### config.mk
export PLATFORM = sky130hd
export DESIGN_NAME = note_scheduler
export DESIGN_NICKNAME = d
export VERILOG_FILES = /design/src/rtl/rhythm_pkg.sv /design/src/rtl/note_scheduler_slot_alloc.sv /design/src/rtl/note_scheduler.sv
export SDC_FILE = /design/constraint.sdc
export NUM_CORES = 1
export LEC_CHECK = 0
export ABC_CLOCK_PERIOD_IN_PS = 3800
export CAP_MARGIN = 25
export CORE_ASPECT_RATIO = 1.75
export CORE_UTILIZATION = 48
export CTS_CLUSTER_SIZE = 14
export DETAILED_ROUTE_END_ITERATION = 8
export GPL_TIMING_DRIVEN = 0
export PLACE_DENSITY = 0.88
export SETUP_SLACK_MARGIN = 0.15
export SYNTH_ARGS = -nofsm -noshare
export SYNTH_HDL_FRONTEND = slang
export SYNTH_SLANG_ARGS = --single-unit
### constraint.sdc
create_clock -name frame_clk -period 3.8 [get_ports frame_clk]
set_input_delay 0.38 -clock frame_clk [delete_from_list [all_inputs] [get_ports frame_clk]]
set_output_delay 0.38 -clock frame_clk [all_outputs]
set_load 0.02 [all_outputs]
### src/rtl/rhythm_pkg.sv
// rhythm_pkg
// Shared definitions for the arrow-drop chart sequencer:
//   state_e      - sequencer FSM states (encoding is what game_state reports)
//   KEY_START    - USB keycode that starts a song (space bar)
//   KEY_RESTART  - USB keycode that aborts / restarts a song
//   lane_t       - lane index type (four lanes)
package rhythm_pkg;

  typedef enum logic [2:0] {
    ST_IDLE  = 3'd0,
    ST_LOAD  = 3'd1,
    ST_FETCH = 3'd2,
    ST_PLAY  = 3'd3,
    ST_DRAIN = 3'd4,
    ST_DONE  = 3'd5
  } state_e;

  localparam logic [7:0] KEY_START   = 8'h2C;
  localparam logic [7:0] KEY_RESTART = 8'h01;

  typedef logic [1:0] lane_t;

endpackage

### src/rtl/note_scheduler_slot_alloc.sv
// slot_alloc
// Purely combinational helper for the dropper pool.
// Ports:
//   busy_i        - per-slot busy flags from the droppers
//   hit_i         - per-slot hit pulses
//   free_onehot_o - one-hot of the lowest-index free slot (0 when none free)
//   any_free_o    - at least one slot is free
//   hit_count_o   - number of hit pulses this cycle
module slot_alloc #(
  parameter int NUM_SLOTS = 8,
  localparam int CNT_W = $clog2(NUM_SLOTS + 1)
) (
  input  logic [NUM_SLOTS-1:0] busy_i,
  input  logic [NUM_SLOTS-1:0] hit_i,
  output logic [NUM_SLOTS-1:0] free_onehot_o,
  output logic                 any_free_o,
  output logic [CNT_W-1:0]     hit_count_o
);

  logic [NUM_SLOTS-1:0] freeMask;

  // Isolating the lowest set bit of the free mask (x & -x) gives the
  // lowest-index free slot without a priority chain.
  assign freeMask      = ~busy_i;
  assign free_onehot_o = freeMask & (~freeMask + NUM_SLOTS'(1));
  assign any_free_o    = |freeMask;

  // Population count of the hit pulses.
  always_comb begin
    hit_count_o = '0;
    for (int i = 0; i < NUM_SLOTS; i++) begin
      hit_count_o = hit_count_o + CNT_W'(hit_i[i]);
    end
  end

endmodule

### src/rtl/note_scheduler.sv
// note_scheduler
// Chart sequencer for the arrow-drop game. Walks the chart ROM, launches each
// note into the lowest free dropper slot once its launch frame is reached,
// and keeps score / combo / best combo from the droppers' hit and miss pulses.
// Ports:
//   frame_clk, Reset_n         - frame clock, async active-low reset
//   keycode, keycode_second    - USB keycodes (start / restart keys)
//   chart_addr                 - registered chart ROM address
//   chart_time/lane/last       - ROM data, valid one cycle after chart_addr
//   slot_busy/hit/miss         - dropper pool status
//   launch, launch_lane        - one-hot launch pulse and its lane
//   clear_all                  - one-cycle pulse returning all slots to idle
//   song_frame                 - frames elapsed since PLAY began
//   score, combo, max_combo    - saturating scoring outputs
//   game_state                 - encoded FSM state
module note_scheduler #(
  parameter int NUM_SLOTS = 8,
  parameter int LANE_W    = 2,
  parameter int ADDR_W    = 6,
  parameter int TIME_W    = 12
) (
  input  logic                 frame_clk,
  input  logic                 Reset_n,
  input  logic [7:0]           keycode,
  input  logic [7:0]           keycode_second,
  output logic [ADDR_W-1:0]    chart_addr,
  input  logic [TIME_W-1:0]    chart_time,
  input  logic [LANE_W-1:0]    chart_lane,
  input  logic                 chart_last,
  input  logic [NUM_SLOTS-1:0] slot_busy,
  input  logic [NUM_SLOTS-1:0] slot_hit,
  input  logic [NUM_SLOTS-1:0] slot_miss,
  output logic [NUM_SLOTS-1:0] launch,
  output logic [LANE_W-1:0]    launch_lane,
  output logic                 clear_all,
  output logic [TIME_W-1:0]    song_frame,
  output logic [15:0]          score,
  output logic [7:0]           combo,
  output logic [7:0]           max_combo,
  output logic [2:0]           game_state
);

  import rhythm_pkg::*;

  localparam int CNT_W = $clog2(NUM_SLOTS + 1);

  state_e                state_q,      state_d;
  logic [ADDR_W-1:0]     chartAddr_q,  chartAddr_d;
  logic [NUM_SLOTS-1:0]  launch_q,     launch_d;
  logic [LANE_W-1:0]     launchLane_q, launchLane_d;
  logic                  clearAll_q,   clearAll_d;
  logic [TIME_W-1:0]     songFrame_q,  songFrame_d;
  logic [15:0]           score_q,      score_d;
  logic [7:0]            combo_q,      combo_d;
  logic [7:0]            maxCombo_q,   maxCombo_d;

  logic [NUM_SLOTS-1:0]  freeOneHot;
  logic                  anyFree;
  logic [CNT_W-1:0]      hitCount;

  logic                  startKey;
  logic                  restartKey;
  logic                  entryDue;
  logic [TIME_W-1:0]     frameInc;

  logic [16:0]           scoreSum;
  logic [8:0]            comboSum;
  logic [15:0]           scoreNext;
  logic [7:0]            comboNext;
  logic [7:0]            maxNext;

  slot_alloc #(
    .NUM_SLOTS(NUM_SLOTS)
  ) u_slot_alloc (
    .busy_i       (slot_busy),
    .hit_i        (slot_hit),
    .free_onehot_o(freeOneHot),
    .any_free_o   (anyFree),
    .hit_count_o  (hitCount)
  );

  assign startKey   = (keycode == KEY_START)   || (keycode_second == KEY_START);
  assign restartKey = (keycode == KEY_RESTART) || (keycode_second == KEY_RESTART);
  assign entryDue   = (songFrame_q >= chart_time);
  assign frameInc   = (&songFrame_q) ? songFrame_q : songFrame_q + TIME_W'(1);

  // Candidate scoring update for this cycle. A miss anywhere breaks the
  // combo even if other slots hit in the same cycle; max_combo tracks the
  // post-update combo value.
  always_comb begin
    scoreSum  = {1'b0, score_q} + 17'(hitCount);
    comboSum  = {1'b0, combo_q} + 9'(hitCount);
    scoreNext = scoreSum[16] ? 16'hFFFF : scoreSum[15:0];
    if (|slot_miss) begin
      comboNext = 8'd0;
    end else begin
      comboNext = comboSum[8] ? 8'hFF : comboSum[7:0];
    end
    maxNext = (comboNext > maxCombo_q) ? comboNext : maxCombo_q;
  end

  // Next-state logic. Restart has priority over everything else in the
  // active states; any move into IDLE also zeroes address, frame and combo
  // so IDLE presents clean values from its first cycle.
  always_comb begin
    state_d      = state_q;
    chartAddr_d  = chartAddr_q;
    launch_d     = '0;
    launchLane_d = launchLane_q;
    clearAll_d   = 1'b0;
    songFrame_d  = songFrame_q;
    score_d      = score_q;
    combo_d      = combo_q;
    maxCombo_d   = maxCombo_q;

    if (state_q != ST_IDLE) begin
      score_d    = scoreNext;
      combo_d    = comboNext;
      maxCombo_d = maxNext;
    end

    case (state_q)
      ST_IDLE: begin
        if (startKey && !restartKey) begin
          state_d    = ST_LOAD;
          score_d    = '0;
          maxCombo_d = '0;
        end
      end
      ST_LOAD: begin
        if (restartKey) begin
          state_d    = ST_IDLE;
          clearAll_d = 1'b1;
        end else begin
          state_d = ST_PLAY;
        end
      end
      ST_FETCH: begin
        songFrame_d = frameInc;
        if (restartKey) begin
          state_d    = ST_IDLE;
          clearAll_d = 1'b1;
        end else begin
          state_d = ST_PLAY;
        end
      end
      ST_PLAY: begin
        songFrame_d = frameInc;
        if (restartKey) begin
          state_d    = ST_IDLE;
          clearAll_d = 1'b1;
        end else if (entryDue && anyFree) begin
          launch_d     = freeOneHot;
          launchLane_d = chart_lane;
          if (chart_last) begin
            state_d = ST_DRAIN;
          end else begin
            chartAddr_d = chartAddr_q + ADDR_W'(1);
            state_d     = ST_FETCH;
          end
        end
      end
      ST_DRAIN: begin
        songFrame_d = frameInc;
        if (restartKey) begin
          state_d    = ST_IDLE;
          clearAll_d = 1'b1;
        end else if (slot_busy == '0) begin
          state_d = ST_DONE;
        end
      end
      ST_DONE: begin
        if (restartKey) begin
          state_d = ST_IDLE;
        end
      end
      default: begin
        state_d = ST_IDLE;
      end
    endcase

    if (state_d == ST_IDLE) begin
      chartAddr_d = '0;
      songFrame_d = '0;
      combo_d     = '0;
    end
  end

  // State and output registers; the droppers share Reset_n, so reset
  // needs no clear_all pulse.
  always_ff @(posedge frame_clk or negedge Reset_n) begin
    if (!Reset_n) begin
      state_q      <= ST_IDLE;
      chartAddr_q  <= '0;
      launch_q     <= '0;
      launchLane_q <= '0;
      clearAll_q   <= 1'b0;
      songFrame_q  <= '0;
      score_q      <= '0;
      combo_q      <= '0;
      maxCombo_q   <= '0;
    end else begin
      state_q      <= state_d;
      chartAddr_q  <= chartAddr_d;
      launch_q     <= launch_d;
      launchLane_q <= launchLane_d;
      clearAll_q   <= clearAll_d;
      songFrame_q  <= songFrame_d;
      score_q      <= score_d;
      combo_q      <= combo_d;
      maxCombo_q   <= maxCombo_d;
    end
  end

  assign chart_addr  = chartAddr_q;
  assign launch      = launch_q;
  assign launch_lane = launchLane_q;
  assign clear_all   = clearAll_q;
  assign song_frame  = songFrame_q;
  assign score       = score_q;
  assign combo       = combo_q;
  assign max_combo   = maxCombo_q;
  assign game_state  = state_q;

endmodule

* Word-level counts from Yosys, hierarchy flattened
Index checks and enable logic that the tools add are counted.
W data, S select, Z words.
** Operators by class
- Mux-type cells :: 34
- $lt $le $gt $ge :: 2
- Bitwise gates (word level) :: 4
- Add/sub/neg operators :: 12
- Reduce and logical (&&, ||, !) cells :: 22
- Eq/ne operators :: 12
** Operator list (number)
- $mux W8 :: 11
- $mux W16 :: 4
- $mux W12 :: 3
- $mux W6 :: 5
- $add A4 B1 Y4 :: 6
- $mux W3 :: 7
- $add A16 B4 Y17 :: 1
- $eq A8 B1 Y1 const B :: 2
- $eq A8 B6 Y1 const B :: 2
- $not A8 Y8 :: 2
- $reduce_or A8 Y1 :: 2
- $pmux W3 S5 :: 1
- $add A12 B1 Y12 const B :: 1
- $ge A12 B12 Y1 :: 1
- $reduce_and A12 Y1 :: 1
- $add A8 B4 Y9 :: 1
- $add A8 B1 Y8 const B :: 1
- $and A8 B8 Y8 :: 1
- $gt A8 B8 Y1 :: 1
- $logic_not A8 Y1 :: 1
- $reduce_bool A2 Y1 :: 4
- $add A6 B1 Y6 const B :: 1
- $eq A3 B2 Y1 const B :: 2
- $eq A3 B3 Y1 const B :: 2
- 17 further kinds :: 23
** Storage, ports and cells
- Input port bits :: 57
- Register bits :: 64
- Output and inout port bits :: 64
- Word-level logic and storage cells :: 95

* Logic depth before layout (Yosys ltp)
Gate-level depths: netlist (run 1).
- Word-level depth :: 15
- Gate-level depth with buffers :: 24
- Depth with buffers taken out :: 23

* By module
Synthesis (run 1) repeated with hierarchy kept, for this count alone.
** Second synthesis, totals
- Cell total of the unflattened synthesis :: 464
- Area, all modules :: 4244.1 sq um
** By module, submodules not included
- note_scheduler :: instances 1, sequential area each 1601.5 sq um, area an instance 3986.3 sq um, cells an instance 429
- slot_alloc :: instances 1, sequential area each 0.0 sq um, area an instance 257.7 sq um, cells an instance 35

* Worst setup path before layout (run 1)
Ideal clock, no wire load.
- Path kind :: input port to flip-flop
- Start point :: in slot_hit[0]
- End point :: reg maxCombo_q[0], in the netlist max_combo[0]
- Arrival time :: 5.077 ns
- Library setup time :: 0.132 ns
- Path slack :: -1.409 ns
- Required time :: 3.668 ns
- Path buffers :: 1
- Cell stages on the path :: 21
- Path through :: ha_1 > inv_1 > fa_1 > fa_1 > fa_1 > fa_1 > xnor2_1 > ha_1 > nor2b_1 > o21ai_0 > and2_1 > nor3_1 > a211oi_1 > ha_1 > nand4_1 > nor2_1 > nor2_1 > o21a_1 > buf_1 > mux2i_1 > nor2_1
** Between the ends
- Longest elaborated chain between the ends :: 15
** RTL lines
- from (decl) :: line note_scheduler.sv:31 : input logic [NUM_SLOTS-1:0] slot_hit,
- $add A1 B1 Y2 * :: line note_scheduler_slot_alloc.sv:32 : hit_count_o = hit_count_o + CNT_W'(hit_i[i]);
- $add A4 B1 Y4 * (6 in a row) :: line note_scheduler_slot_alloc.sv:32
- $add A8 B4 Y9 * :: line note_scheduler.sv:92 : comboSum = {1'b0, combo_q} + 9'(hitCount);
- $mux W8 * :: line note_scheduler.sv:97 : comboNext = comboSum[8] ? 8'hFF : comboSum[7:0];
- $mux W8 * :: line note_scheduler.sv:94 : if (|slot_miss) begin
- $gt A8 B8 Y1 :: line note_scheduler.sv:99 : maxNext = (comboNext > maxCombo_q) ? comboNext : maxCombo_q;
- $mux W8 * :: line note_scheduler.sv:99
- $mux W8 * :: line note_scheduler.sv:116 : if (state_q != ST_IDLE) begin
- $mux W8 :: line note_scheduler.sv:124 : if (startKey && !restartKey) begin
- $mux W8 * :: line note_scheduler.sv:122 : case (state_q)
- via maxCombo_d[0] :: line note_scheduler.sv:55 : logic [7:0] maxCombo_q, maxCombo_d;
- to (signal assigned) :: line note_scheduler.sv:211 : maxCombo_q <= maxCombo_d;
- to (decl) :: line note_scheduler.sv:55
The timed path passes the listed nets; every way through them passes the cells marked *.
A chain may end at the register's enable or synchronous reset.

* Final worst setup path (run 1)
- Start point :: in slot_hit[0]
- End point :: reg maxCombo_q[4], in the netlist max_combo[4]
Same word-level chain as after synthesis.

==> results of run 1 <==
==> power groups by stage <==
stage | logic [mW] | registers (mW) | clock network [mW]
detailed placement | 1.04 | 0.941 | 0
CTS | 1.12 | 0.933 | 0.729
global placement | 0.989 | 0.935 | 0
global route | 1.32 | 0.955 | 0.763
finish | 1.23 | 0.940 | 0.725
floorplan | 0.530 | 1.03 | 0
==> cells by family (layout without fill, tap and decap cells) <==
group	count (synthesis)	after routing
and+or+nand+nor	175	175
buffers and inverters	52	199
DFF	64	64
AOI/OAI and AO/OA	87	87
adders and majority gates	39	39
xor gates and xnor gates	25	25
muxes	12	12
==> Yosys cell counts (all sizes together) (4+ instances only) <==
| cell type | count |
|---|---|
| nor3 | 15 |
| dfrtp | 64 |
| nand3 | 13 |
| o21ai | 15 |
| clkbuf | 6 |
| inv | 41 |
| buf | 5 |
| nor4 | 6 |
| nand4 | 13 |
| o31ai | 5 |
| xor2 | 18 |
| mux2i | 10 |
| and3 | 4 |
| xnor2 | 7 |
| nor2 | 56 |
| a21oi | 35 |
| nor2b | 4 |
| fa | 6 |
| or3 | 4 |
| a211oi | 4 |
| nand2 | 40 |
| ha | 33 |
| a21o | 5 |
==> cell type report <==
class | count | area, µm²
Buffer | 11 | 58.8
Clock inverter | 4 | 22.5
Tap cell | 92 | 115
Timing Repair Buffer | 132 | 1300
Inverter | 41 | 156
Fill cell | 570 | 2220
Multi-Input combinational cell | 338 | 2550
Clock buffer | 11 | 233
Sequential cell | 64 | 1600
==> routing by layer <==
layer | vias up | share of wire [%]
li1 | 1888 | -
met1 | 1975 | 36
met2 | 131 | 57
met3 | 25 | 4.0
met4 | 0 | 2.6
met5 | - | 0
==> state kept, by name, summed over array words and instances (netlist names) <==
name and flops:
chart_addr 6, clear_all 1, combo 8, game_state 3, launch 8, launch_lane 2
max_combo 8, score 16, song_frame 12
==> how the worst max path moves through the flow <==
| stage | startpoint | endpoint | cells past startpoint |
|---|---|---|---|
| after floorplan | slot_hit[1] | max_combo[7]$_DFF_PN0_ | 21 |
| after global routing | slot_hit[0] | max_combo[7]$_DFF_PN0_ | 21 |
| after CTS | slot_hit[0] | max_combo[4]$_DFF_PN0_ | 21 |
| after global placement | slot_hit[0] | max_combo[5]$_DFF_PN0_ | 22 |
| final | slot_hit[0] | max_combo[4]$_DFF_PN0_ | 21 |
| after detailed placement | slot_hit[0] | max_combo[4]$_DFF_PN0_ | 22 |
==> through the flow <==
step	setup WS (ns)	cell area (µm²)	hold WS [ns]	cells
2_1_floorplan	-1.06	4220	0.0844	454
3_3_place_gp	-1.81	5540	0.492	666
3_5_place_dp	-1.94	5540	0.507	666
4_1_cts	-1.03	5930	0.174	687
5_1_grt	-1.26	6040	0.218	693
6_report	-1.04	6040	0.133	693
==> repair_timing <==
action / CTS / global route
gates resized for setup: 33 / 11
endpoints found under the setup margin: 32 / 32
buffers inserted: 6 / 6
pin swaps: 19 / 12
==> implementation parameters, run 1 <==
Parameter                              Value

Status
  Result of the run ... complete, but fails checks
  Failing checks ... negative setup slack

Pwr
  Proportion of power drawn by combinational gates ... 42.4%
  P_int ... 1.83 mW
  Share of total power in the clock network ... between 20% and 30%
  Maximum ir drop on the vdd rail ... 0.000343 V
  Power per standard cell area ... around 480 nW/µm²
  Total power after layout ... 2.89 mW
  LEAKAGE ... about 2.6 nW
  Switching power ... about 1.1 mW
  Sequential fraction of design power ... between 30% and 40%
  Switching part of the total power ... a little over a third

STA
  Minimum setup slack in the final design ... -1.04 ns
  RSZ-0062 raised after global routing ... true
  Post-layout min period ... 4.84 ns
  Max-slew headroom at the worst pin ... between 20 and 30%
  Final TNS setup ... -8.83 ns
  Fmax ... between 200 and 250 MHz
  Total setup violations reported at the end of the flow ... 18
  Hold Fails Final Rpt ... 0
  Total count of max-transition violations in the final report ... 0
  Final Cycle Share ... 127%
  Maximum clock skew at final layout ... approximately 0.0044 ns
  Transition at the pin with the smallest max-transition slack ... between 1 and 1.5 ns

Floorplan
  Ports ... approximately 120
  Num rows ... 44
  Area of the die ... around 8900 µm²
  Die Span X ... 71.8 µm
  Effective utilization at floorplan ... roughly half
  Die boundary height ... ~120 µm
  Area inside the core boundary ... 8260 µm²

Cells and area
  Diode insertion count for antenna repair ... 0
  Leading cell type in the layout, fill and taps excluded ... sky130_fd_sc_hd__clkdlybuf4s50_1
  Post-route core utilization ... between 70% and 80%
  Ratio of cells with drive above 1 in the final layout ... around 14%
  Commonest non-fill, non-tap cells in the layout ... 115 x sky130_fd_sc_hd__clkdlybuf4s50_1, 64 x sky130_fd_sc_hd__dfrtp_1, 51 x sky130_fd_sc_hd__nor2_1
  Nets ... 693
  Relative area change from synthesis to final layout ... 47.4%

Routing
  Post-route ant nets ... 0
  Vias post-DR ... around 4000
  Wire per inst ... ~17 µm
  Drt via density ... ~5.8
  DRT Pass-1 Iters ... 4
  DRC viols ... 0
  Total detailed-routing wirelength ... about 12000 µm
  Violation count after the first detailed-routing iteration ... 191

Flow run
  Number of max-cap violations ... 0

Logic synthesis
  Biggest area consumer among synthesized cells ... sky130_fd_sc_hd__dfrtp_1
  Yosys top cell area share ... approximately two fifths
  Compound-gate portion of the synthesized area ... 13.3%
  Mapped Cells ... between 400 and 500
  Average instance area after synthesis ... about 9.0 µm²
  Post-synthesis register bit count ... between 60 and 70
  Share of synthesized area occupied by flip-flops and latches ... roughly 39%
  Proportion of synthesized area in mux cells ... under 10%
  Xor-xnor portion of the synthesized cell area ... ~5.3%
  Post-synthesis net count ... 550
  Library cells used by synthesis ... 56
  Most used DFF post-synth ... sky130_fd_sc_hd__dfrtp_1
  Combined area of all synthesized cells ... around 4100 µm²
  Dominant combinational cell family by area after synthesis ... simple AND/OR/NAND/NOR gates
  Post-synthesis share of cell area spent on full adders, half adders and majority gates ... a little over an eighth
  Leading post-synthesis cells by cell area ... sky130_fd_sc_hd__dfrtp_1 39%, sky130_fd_sc_hd__ha_1 10%, sky130_fd_sc_hd__nor2_1 5.1%
  Async SR Flop Fraction ... between 90% and 100%
  Ys Warns ... 0
  Number of synthesized flops with an enable pin ... 0
  Area share of and/or/nand/nor cells after synthesis ... a little over a fifth

Critical path
  Master of the slowest instance on the critical path ... sky130_fd_sc_hd__fa_2
  Worst Path Buf+Inv ... 4
  Reg2reg start ... combo[0]$_DFFE_PN0P_
  Depth of the worst register-to-register path ... 17
  Largest delay share family, worst path ... adder cells
  RR Endpoint ... max_combo[4]$_DFF_PN0_
  Setup slack of the most critical reg-to-reg path ... ~0.63 ns
  Signal arrival time at the worst endpoint ... a little over 5 ns
  Max incr delay on CP ... 0.58 ns
  Data required, critical path ... 3.99 ns
  Critical path, cell by cell ... buf_6 -> ha_4 -> inv_2 -> fa_1 -> fa_1 -> fa_2 -> fa_2 -> inv_4 -> ha_4 -> a211o_1 -> o211a_1 -> o2111a_1 -> nor2_2 -> a311oi_2 -> ha_1 -> nand4_1 -> a21oi_1 -> o21a_1 -> buf_6 -> mux2i_1 -> nor2_1
  Worst Setup Start Kind ... input pin
  Crit-path max FO ... 8
  Critical setup path kind ... in -> reg
  CP endpoint kind ... flip-flop

Clocking
  CTS H-tree depth ... 3
  CTS tree ... built
  Hold buffer count at CTS ... 0
  Number of buffers added by the clock tree synthesis step ... 9
  Maximum clock insertion buffer count ... 2
  Insertion delay of the later-clocked pin in the worst-skew pair ... 0.33 ns
  Clock input transition at the sequential cells of the worst setup and hold paths ... 0.06 ns
  Root buffer cell ... sky130_fd_sc_hd__clkbuf_16
  Number of clock sinks ... 64

GRT
  Met1 global-route usage ... 27.0%
  Number of antenna violations at the first check in global routing ... 0
  Pin count of the biggest net entering global routing ... 65
  Residual overflow from global routing ... 0
  First-pass GRT wire length ... around 19000 µm
  Via count of the first global-routing pass ... ~4200
  Aggregate global-route resource usage ... a little over a quarter
  GRT met2 Usage ... between 40% and 50%
  GR Util met3 ... about 4.8%
  Most used routing layer in global routing ... met2

Placed design
  HPWL Detailed ... 8310 µm
  Last weighted congestion value of the routability-driven placer ... about 0.85
  Number of buffers inserted by port buffering ... 120

Min path
  Worst hold path type ... in -> async
Power figures use the tool's default switching activity.
==> run 2, diff against run 1 <==
CORE_ASPECT_RATIO = 1.5   (was 1.75)
SLEW_MARGIN = 40   (was default)
==> run 2 against run 1 <==
The flow still finishes with violations (negative setup slack). Clock-buffer cell count up 4. Maximum frequency down 0.50%. Critical path type unchanged. Worst hold slack better by 0.36 ns. Largest power group unchanged. Worst setup slack worse by 0.024 ns.
==> implementation parameters, run 2 (same netlist as run 1, synthesis figures left out) <==
Parameter                              Value

Clocking
  CTS H-tree depth ... 3
  Insertion delay of the later-clocked pin in the worst-skew pair ... ~0.33 ns
  CTS tree ... built
  Clock input transition at the sequential cells of the worst setup and hold paths ... 0.05 ns
  Number of buffers added by the clock tree synthesis step ... 9
  Maximum clock insertion buffer count ... 2
  Number of clock sinks ... 64
  Root buffer cell ... sky130_fd_sc_hd__clkbuf_16

Critical path
  CP endpoint kind ... flip-flop
  Critical setup path kind ... in -> reg
  Crit-path max FO ... 8
  Signal arrival time at the worst endpoint ... just over 5 ns
  Data required, critical path ... ~4 ns
  Worst Setup Start Kind ... input pin

Placed design
  Last weighted congestion value of the routability-driven placer ... 0.904
  HPWL Detailed ... approximately 8300 µm
  Number of buffers inserted by port buffering ... 120
  Total placed instance area ... 5570 µm²
  Instance count after placement with tap cells included ... 680
  Setup slack at placement ... -1.90 ns

Cells and area
  Nets ... around 700
  Number of flip-flops in the largest register ... 16
  Footprint of the multi-input gates ... 2640 µm²
  Diode insertion count for antenna repair ... 0
  Ratio of cells with drive above 1 in the final layout ... 17.1%
  Leading cell type in the layout, fill and taps excluded ... sky130_fd_sc_hd__clkdlybuf4s50_1
  Fillers ... approximately 530
  Relative area change from synthesis to final layout ... 52.6%
  Final Instance Count excl. Fillers ... 714
  Post-route core utilization ... 76.6%
  FF/Latch Area ... between 1500 and 2000 µm²
  Commonest non-fill, non-tap cells in the layout ... 115 x sky130_fd_sc_hd__clkdlybuf4s50_1, 64 x sky130_fd_sc_hd__dfrtp_1, 49 x sky130_fd_sc_hd__nor2_1
  Finished Cell Area ... 6250 µm²

STA
  Maximum clock skew at final layout ... between 0.005 and 0.006 ns
  Final TNS setup ... -10.04 ns
  Total count of max-transition violations in the final report ... 0
  Max-slew headroom at the worst pin ... a little over half
  Final Cycle Share ... 128%
  Minimum setup slack in the final design ... -1.07 ns
  Transition at the pin with the smallest max-transition slack ... roughly 0.7 ns
  Worst hold slack ... slightly below 0.5 ns
  Post-layout min period ... ~4.9 ns
  Total setup violations reported at the end of the flow ... 25
  RSZ-0062 raised after global routing ... true
  Hold Fails Final Rpt ... 0
  Fmax ... roughly 210 MHz

Pwr
  Maximum ir drop on the vdd rail ... between 0.0004 and 0.0005 V
  Total power after layout ... slightly above 3 mW
  Proportion of power drawn by combinational gates ... between 40% and 50%
  LEAKAGE ... approximately 2.7 nW
  P_int ... between 1.5 and 2 mW
  Switching part of the total power ... 36.1%
  Power per standard cell area ... ~490 nW/µm²
  Sequential fraction of design power ... a little over 30%
  Switching power ... ~1.1 mW
  Share of total power in the clock network ... approximately 24%

Routing
  Post-route ant nets ... 0
  Wire per inst ... 17.0 µm
  DRC viols ... 0
  DRT Pass-1 Iters ... 5
  Vias post-DR ... around 4100
  Total detailed-routing wirelength ... 12200 µm
  Drt via density ... 5.71
  Violation count after the first detailed-routing iteration ... 270

GRT
  Number of antenna violations at the first check in global routing ... 0
  First-pass GRT wire length ... between 15000 and 20000 µm
  Residual overflow from global routing ... 0
  Aggregate global-route resource usage ... around 27%
  Via count of the first global-routing pass ... roughly 4000
  Pin count of the biggest net entering global routing ... 43

Status
  Failing checks ... negative setup slack
  Result of the run ... complete, but fails checks

Floorplan
  Area inside the core boundary ... 8160 µm²
  Num rows ... 40
  Die Span X ... 77.4 µm
  Area of the die ... approximately 8900 µm²
  Die boundary height ... 115 µm
  Ports ... about 120
  Effective utilization at floorplan ... 50.2%

Min path
  Worst hold path type ... in -> async

Flow run
  Number of max-cap violations ... 0
## run 2: path summary, 6_finish.rpt
path / depth (start not counted) / slack [ns] / end / start
min in group frame_clk: 1 / 0.51 / launch_lane[0]$_DFFE_PN0P_ / launch_lane[0]$_DFFE_PN0P_
min reg2reg: 1 / 0.51 / launch_lane[0]$_DFFE_PN0P_ / launch_lane[0]$_DFFE_PN0P_
max: 21 / -1.07 / max_combo[1]$_DFF_PN0_ / slot_hit[0]
max reg2reg: 17 / 0.64 / max_combo[1]$_DFF_PN0_ / combo[0]$_DFFE_PN0P_
max in group asynchronous: 3 / 2.78 / score[15]$_DFF_PN0_ / Reset_n
min: 2 / 0.50 / chart_addr[5]$_DFFE_PN0P_ / Reset_n
## run 2: what timing repair did
action,4_1_cts,5_1_grt
hold buffers,1,0
endpoints found under the hold margin,22,0
gates resized for setup,35,30
endpoints found under the setup margin,32,32
buffers inserted,8,10
pin swaps,32,20
## run 2: power by group through the flow
stage / Combinational [mW] / Sequential, mW / Clock, mW
floorplan: 0.530 / 1.03 / 0
global placement: 0.993 / 0.929 / 0
detailed placement: 1.05 / 0.936 / 0
CTS: 1.17 / 0.935 / 0.757
global route: 1.47 / 0.960 / 0.790
finish: 1.36 / 0.949 / 0.746
## run 2: critical path: stages
cell	delay, ns
sky130_fd_sc_hd__buf_6	0.10
sky130_fd_sc_hd__ha_4	0.26
sky130_fd_sc_hd__inv_2	0.03
sky130_fd_sc_hd__fa_1	0.49
sky130_fd_sc_hd__fa_1	0.44
sky130_fd_sc_hd__fa_2	0.37
sky130_fd_sc_hd__fa_2	0.58
sky130_fd_sc_hd__inv_4	0.05
sky130_fd_sc_hd__ha_4	0.21
sky130_fd_sc_hd__a211o_1	0.32
sky130_fd_sc_hd__o211a_1	0.15
sky130_fd_sc_hd__o2111a_1	0.28
sky130_fd_sc_hd__nor2_2	0.14
sky130_fd_sc_hd__a311oi_2	0.07
sky130_fd_sc_hd__ha_1	0.35
sky130_fd_sc_hd__nand4_1	0.13
sky130_fd_sc_hd__a21oi_1	0.14
sky130_fd_sc_hd__o21a_1	0.15
sky130_fd_sc_hd__buf_6	0.16
sky130_fd_sc_hd__mux2i_1	0.21
sky130_fd_sc_hd__nor2_1	0.06
## run 2: cell type report
| cell class | instances | share of cell area (%) |
|---|---|---|
| multi-input cells | 338 | 42.3 |
| clock buffers | 15 | 4.28 |
| well taps | 105 | 2.10 |
| plain buffers | 11 | 0.941 |
| inverters | 41 | 2.50 |
| flip-flops and latches | 64 | 25.6 |
| repair buffers | 140 | 22.3 |
## run 2: routing by layer
metal,track usage (%),routed length [µm],up-vias
met5,0,0,-
met4,11.3,220,0
met3,5.08,436,26
met2,52.2,6890,140
met1,28.9,4600,2009
li1,-,-,1905
==> run 3, diff against run 2 <==
CORE_MARGIN = 2   (was default)
==> run 3 against run 2 <==
The flow still finishes with violations (negative setup slack). Total power down 3.9%. Maximum frequency shrank 3.7%. Global-route usage decreased by 0.70 points. Sequential share of layout area down 0.12 points. Register-to-register slack worse by 0.18 ns. Combinational power fell by 9%. Clock-buffer cell count decreased by 1. Worst hold slack lost 0.48 ns. Clock skew down 0.0014 ns.
==> implementation parameters, run 3 (same netlist as run 1, synthesis figures left out) <==
Parameter                              Value

Status
  Result of the run ... complete, but fails checks
  Failing checks ... negative setup slack

STA
  Minimum setup slack in the final design ... -1.26 ns
  Final Cycle Share ... 133%
  Post-layout min period ... 5.06 ns
  Fmax ... slightly below 200 MHz
  Total setup violations reported at the end of the flow ... 30
  Max-slew headroom at the worst pin ... between 50 and 60%
  Final TNS setup ... -14.02 ns
  Hold Fails Final Rpt ... 0
  Maximum clock skew at final layout ... 0.00403 ns
  RSZ-0062 raised after global routing ... true
  Total count of max-transition violations in the final report ... 0
  Transition at the pin with the smallest max-transition slack ... between 0.6 and 0.7 ns

Floorplan
  Die boundary height ... 117 µm
  Area of the die ... 9300 µm²
  Num rows ... 41
  Effective utilization at floorplan ... between 40 and 50%
  Die Span X ... 79.4 µm
  Area inside the core boundary ... 8360 µm²
  Ports ... about 120

Flow run
  Number of max-cap violations ... 0

Cells and area
  Relative area change from synthesis to final layout ... 53.3%
  Nets ... 707
  Leading cell type in the layout, fill and taps excluded ... sky130_fd_sc_hd__clkdlybuf4s50_1
  Ratio of cells with drive above 1 in the final layout ... between 10% and 20%
  Fillers ... about 560
  Footprint of the multi-input gates ... 2610 µm²
  Diode insertion count for antenna repair ... 0
  Post-route core utilization ... approximately 75%
  Commonest non-fill, non-tap cells in the layout ... 115 x sky130_fd_sc_hd__clkdlybuf4s50_1, 64 x sky130_fd_sc_hd__dfrtp_1, 51 x sky130_fd_sc_hd__nor2_1
  FF/Latch Area ... 1600 µm²
  Number of flip-flops in the largest register ... 16

Critical path
  Signal arrival time at the worst endpoint ... 5.24 ns
  Worst setup path start ... slot_hit[0]
  Setup slack of the most critical reg-to-reg path ... 0.46 ns
  Data required, critical path ... between 3 and 4 ns
  Worst Setup Start Kind ... input pin
  Reg2reg start ... combo[0]$_DFFE_PN0P_
  Critical path, cell by cell ... buf_6 -> ha_4 -> inv_2 -> fa_1 -> fa_1 -> fa_2 -> fa_2 -> buf_4 -> fa_2 -> nor2b_4 -> o21ai_2 -> nand2_2 -> nand2_4 -> a21oi_4 -> ha_1 -> nor2b_1 -> o21a_1 -> o21ai_1 -> a21oi_2 -> o21a_1 -> buf_6 -> mux2i_2 -> nor2_1
  CP endpoint kind ... flip-flop
  Max incr delay on CP ... 0.52 ns
  CP dominant cell by count ... sky130_fd_sc_hd__fa_2
  Depth of the worst register-to-register path ... 17
  Master of the slowest instance on the critical path ... sky130_fd_sc_hd__fa_1
  Critical setup path kind ... in -> reg
  RR Endpoint ... max_combo[4]$_DFF_PN0_
  Crit-path max FO ... 8

Clocking
  Number of buffers added by the clock tree synthesis step ... 9
  Hold buffer count at CTS ... 0
  Insertion delay of the later-clocked pin in the worst-skew pair ... approximately 0.32 ns
  Clock input transition at the sequential cells of the worst setup and hold paths ... around 0.050 ns
  CTS tree ... built
  Root buffer cell ... sky130_fd_sc_hd__clkbuf_16
  Maximum clock insertion buffer count ... 2
  Number of clock sinks ... 64
  CTS H-tree depth ... 3

GRT
  First-pass GRT wire length ... around 19000 µm
  Residual overflow from global routing ... 0
  Via count of the first global-routing pass ... ~4100
  GR Util met3 ... 4.68%
  Pin count of the biggest net entering global routing ... 36
  GRT met2 Usage ... ~52%
  Met1 global-route usage ... 26.7%
  Aggregate global-route resource usage ... a little over a quarter
  Number of antenna violations at the first check in global routing ... 0
  Most used routing layer in global routing ... met2

Pwr
  Power per standard cell area ... 468 nW/µm²
  Maximum ir drop on the vdd rail ... about 0.00032 V
  Total power after layout ... roughly 2.9 mW
  LEAKAGE ... between 2 and 3 nW

Routing
  Post-route ant nets ... 0
  Drt via density ... ~5.6
  Total detailed-routing wirelength ... between 10000 and 15000 µm
  Wire per inst ... ~17 µm
  Vias post-DR ... around 4100
  DRT Pass-1 Iters ... 5
  DRC viols ... 0
  Violation count after the first detailed-routing iteration ... 299

Placed design
  Setup slack at placement ... -1.98 ns
  Number of buffers inserted by port buffering ... between 100 and 150
  Last weighted congestion value of the routability-driven placer ... about 0.84
  HPWL Detailed ... 8590 µm

Min path
  Worst hold path type ... in -> async
[run 3: changes by cell type in the layout (fill, tap and decap cells not counted), sizes merged]
cell | before | now
buf | 27 | 34
clkbuf | 21 | 20
dlygate4sd3 | 1 | 0
[run 3: critical path: cells and delay by family]
| family | cells | cell delay, ns |
|---|---|---|
| muxes | 1 | 0.18 |
| AOI/OAI and AO/OA | 6 | 0.90 |
| buffers and inverters | 4 | 0.44 |
| and+or+nand+nor | 5 | 0.56 |
| adders and majority gates | 7 | 2.75 |
[run 3: per-layer routing]
layer / vias to the layer above / part of all wire (%)
met3: 33 / 3.9
met1: 1953 / 36
met2: 157 / 57
met4: 0 / 3.2
li1: 1910 / -
met5: - / 0
[run 3: metrics by stage]
step                      hold slack, ns  instance area [µm²]  instances
after floorplan                   0.0844                 4220        454
after global placement             0.491                 5560        681
after detailed placement           0.368                 5580        682
after CTS                         0.0180                 6110        708
after global routing              0.0363                 6280        721
final                             0.0109                 6280        721
[run 3: worst max path at each step]
stage | end | cells past startpoint
2_1_floorplan | max_combo[7]$_DFF_PN0_ | 21
5_1_grt | max_combo[4]$_DFF_PN0_ | 23
3_3_place_gp | max_combo[6]$_DFF_PN0_ | 23
6_report | max_combo[4]$_DFF_PN0_ | 23
4_1_cts | max_combo[1]$_DFF_PN0_ | 21
3_5_place_dp | max_combo[3]$_DFF_PN0_ | 23
[run 3: final cells by class]
class,instances,share of cell area (%)
Inverter,41,2.49
Clock buffer,14,4.36
Multi-Input combinational cell,338,41.5
Tap cell,107,2.13
Buffer,11,0.936
Timing Repair Buffer,146,23.1
Sequential cell,64,25.5
[run 3: report_power, final]
part           internal, mW  total [mW]  switching, mW
Clock                 0.487       0.752          0.265
Sequential            0.787       0.945          0.158
Combinational         0.613        1.24          0.629
Total                  1.89        2.94           1.05
[run 3: what timing repair did]
action / in CTS / in global routing
gates resized for setup: 50 / 13
setup endpoints to repair: 32 / 32
setup buffers: 12 / 13
pin swaps: 25 / 17
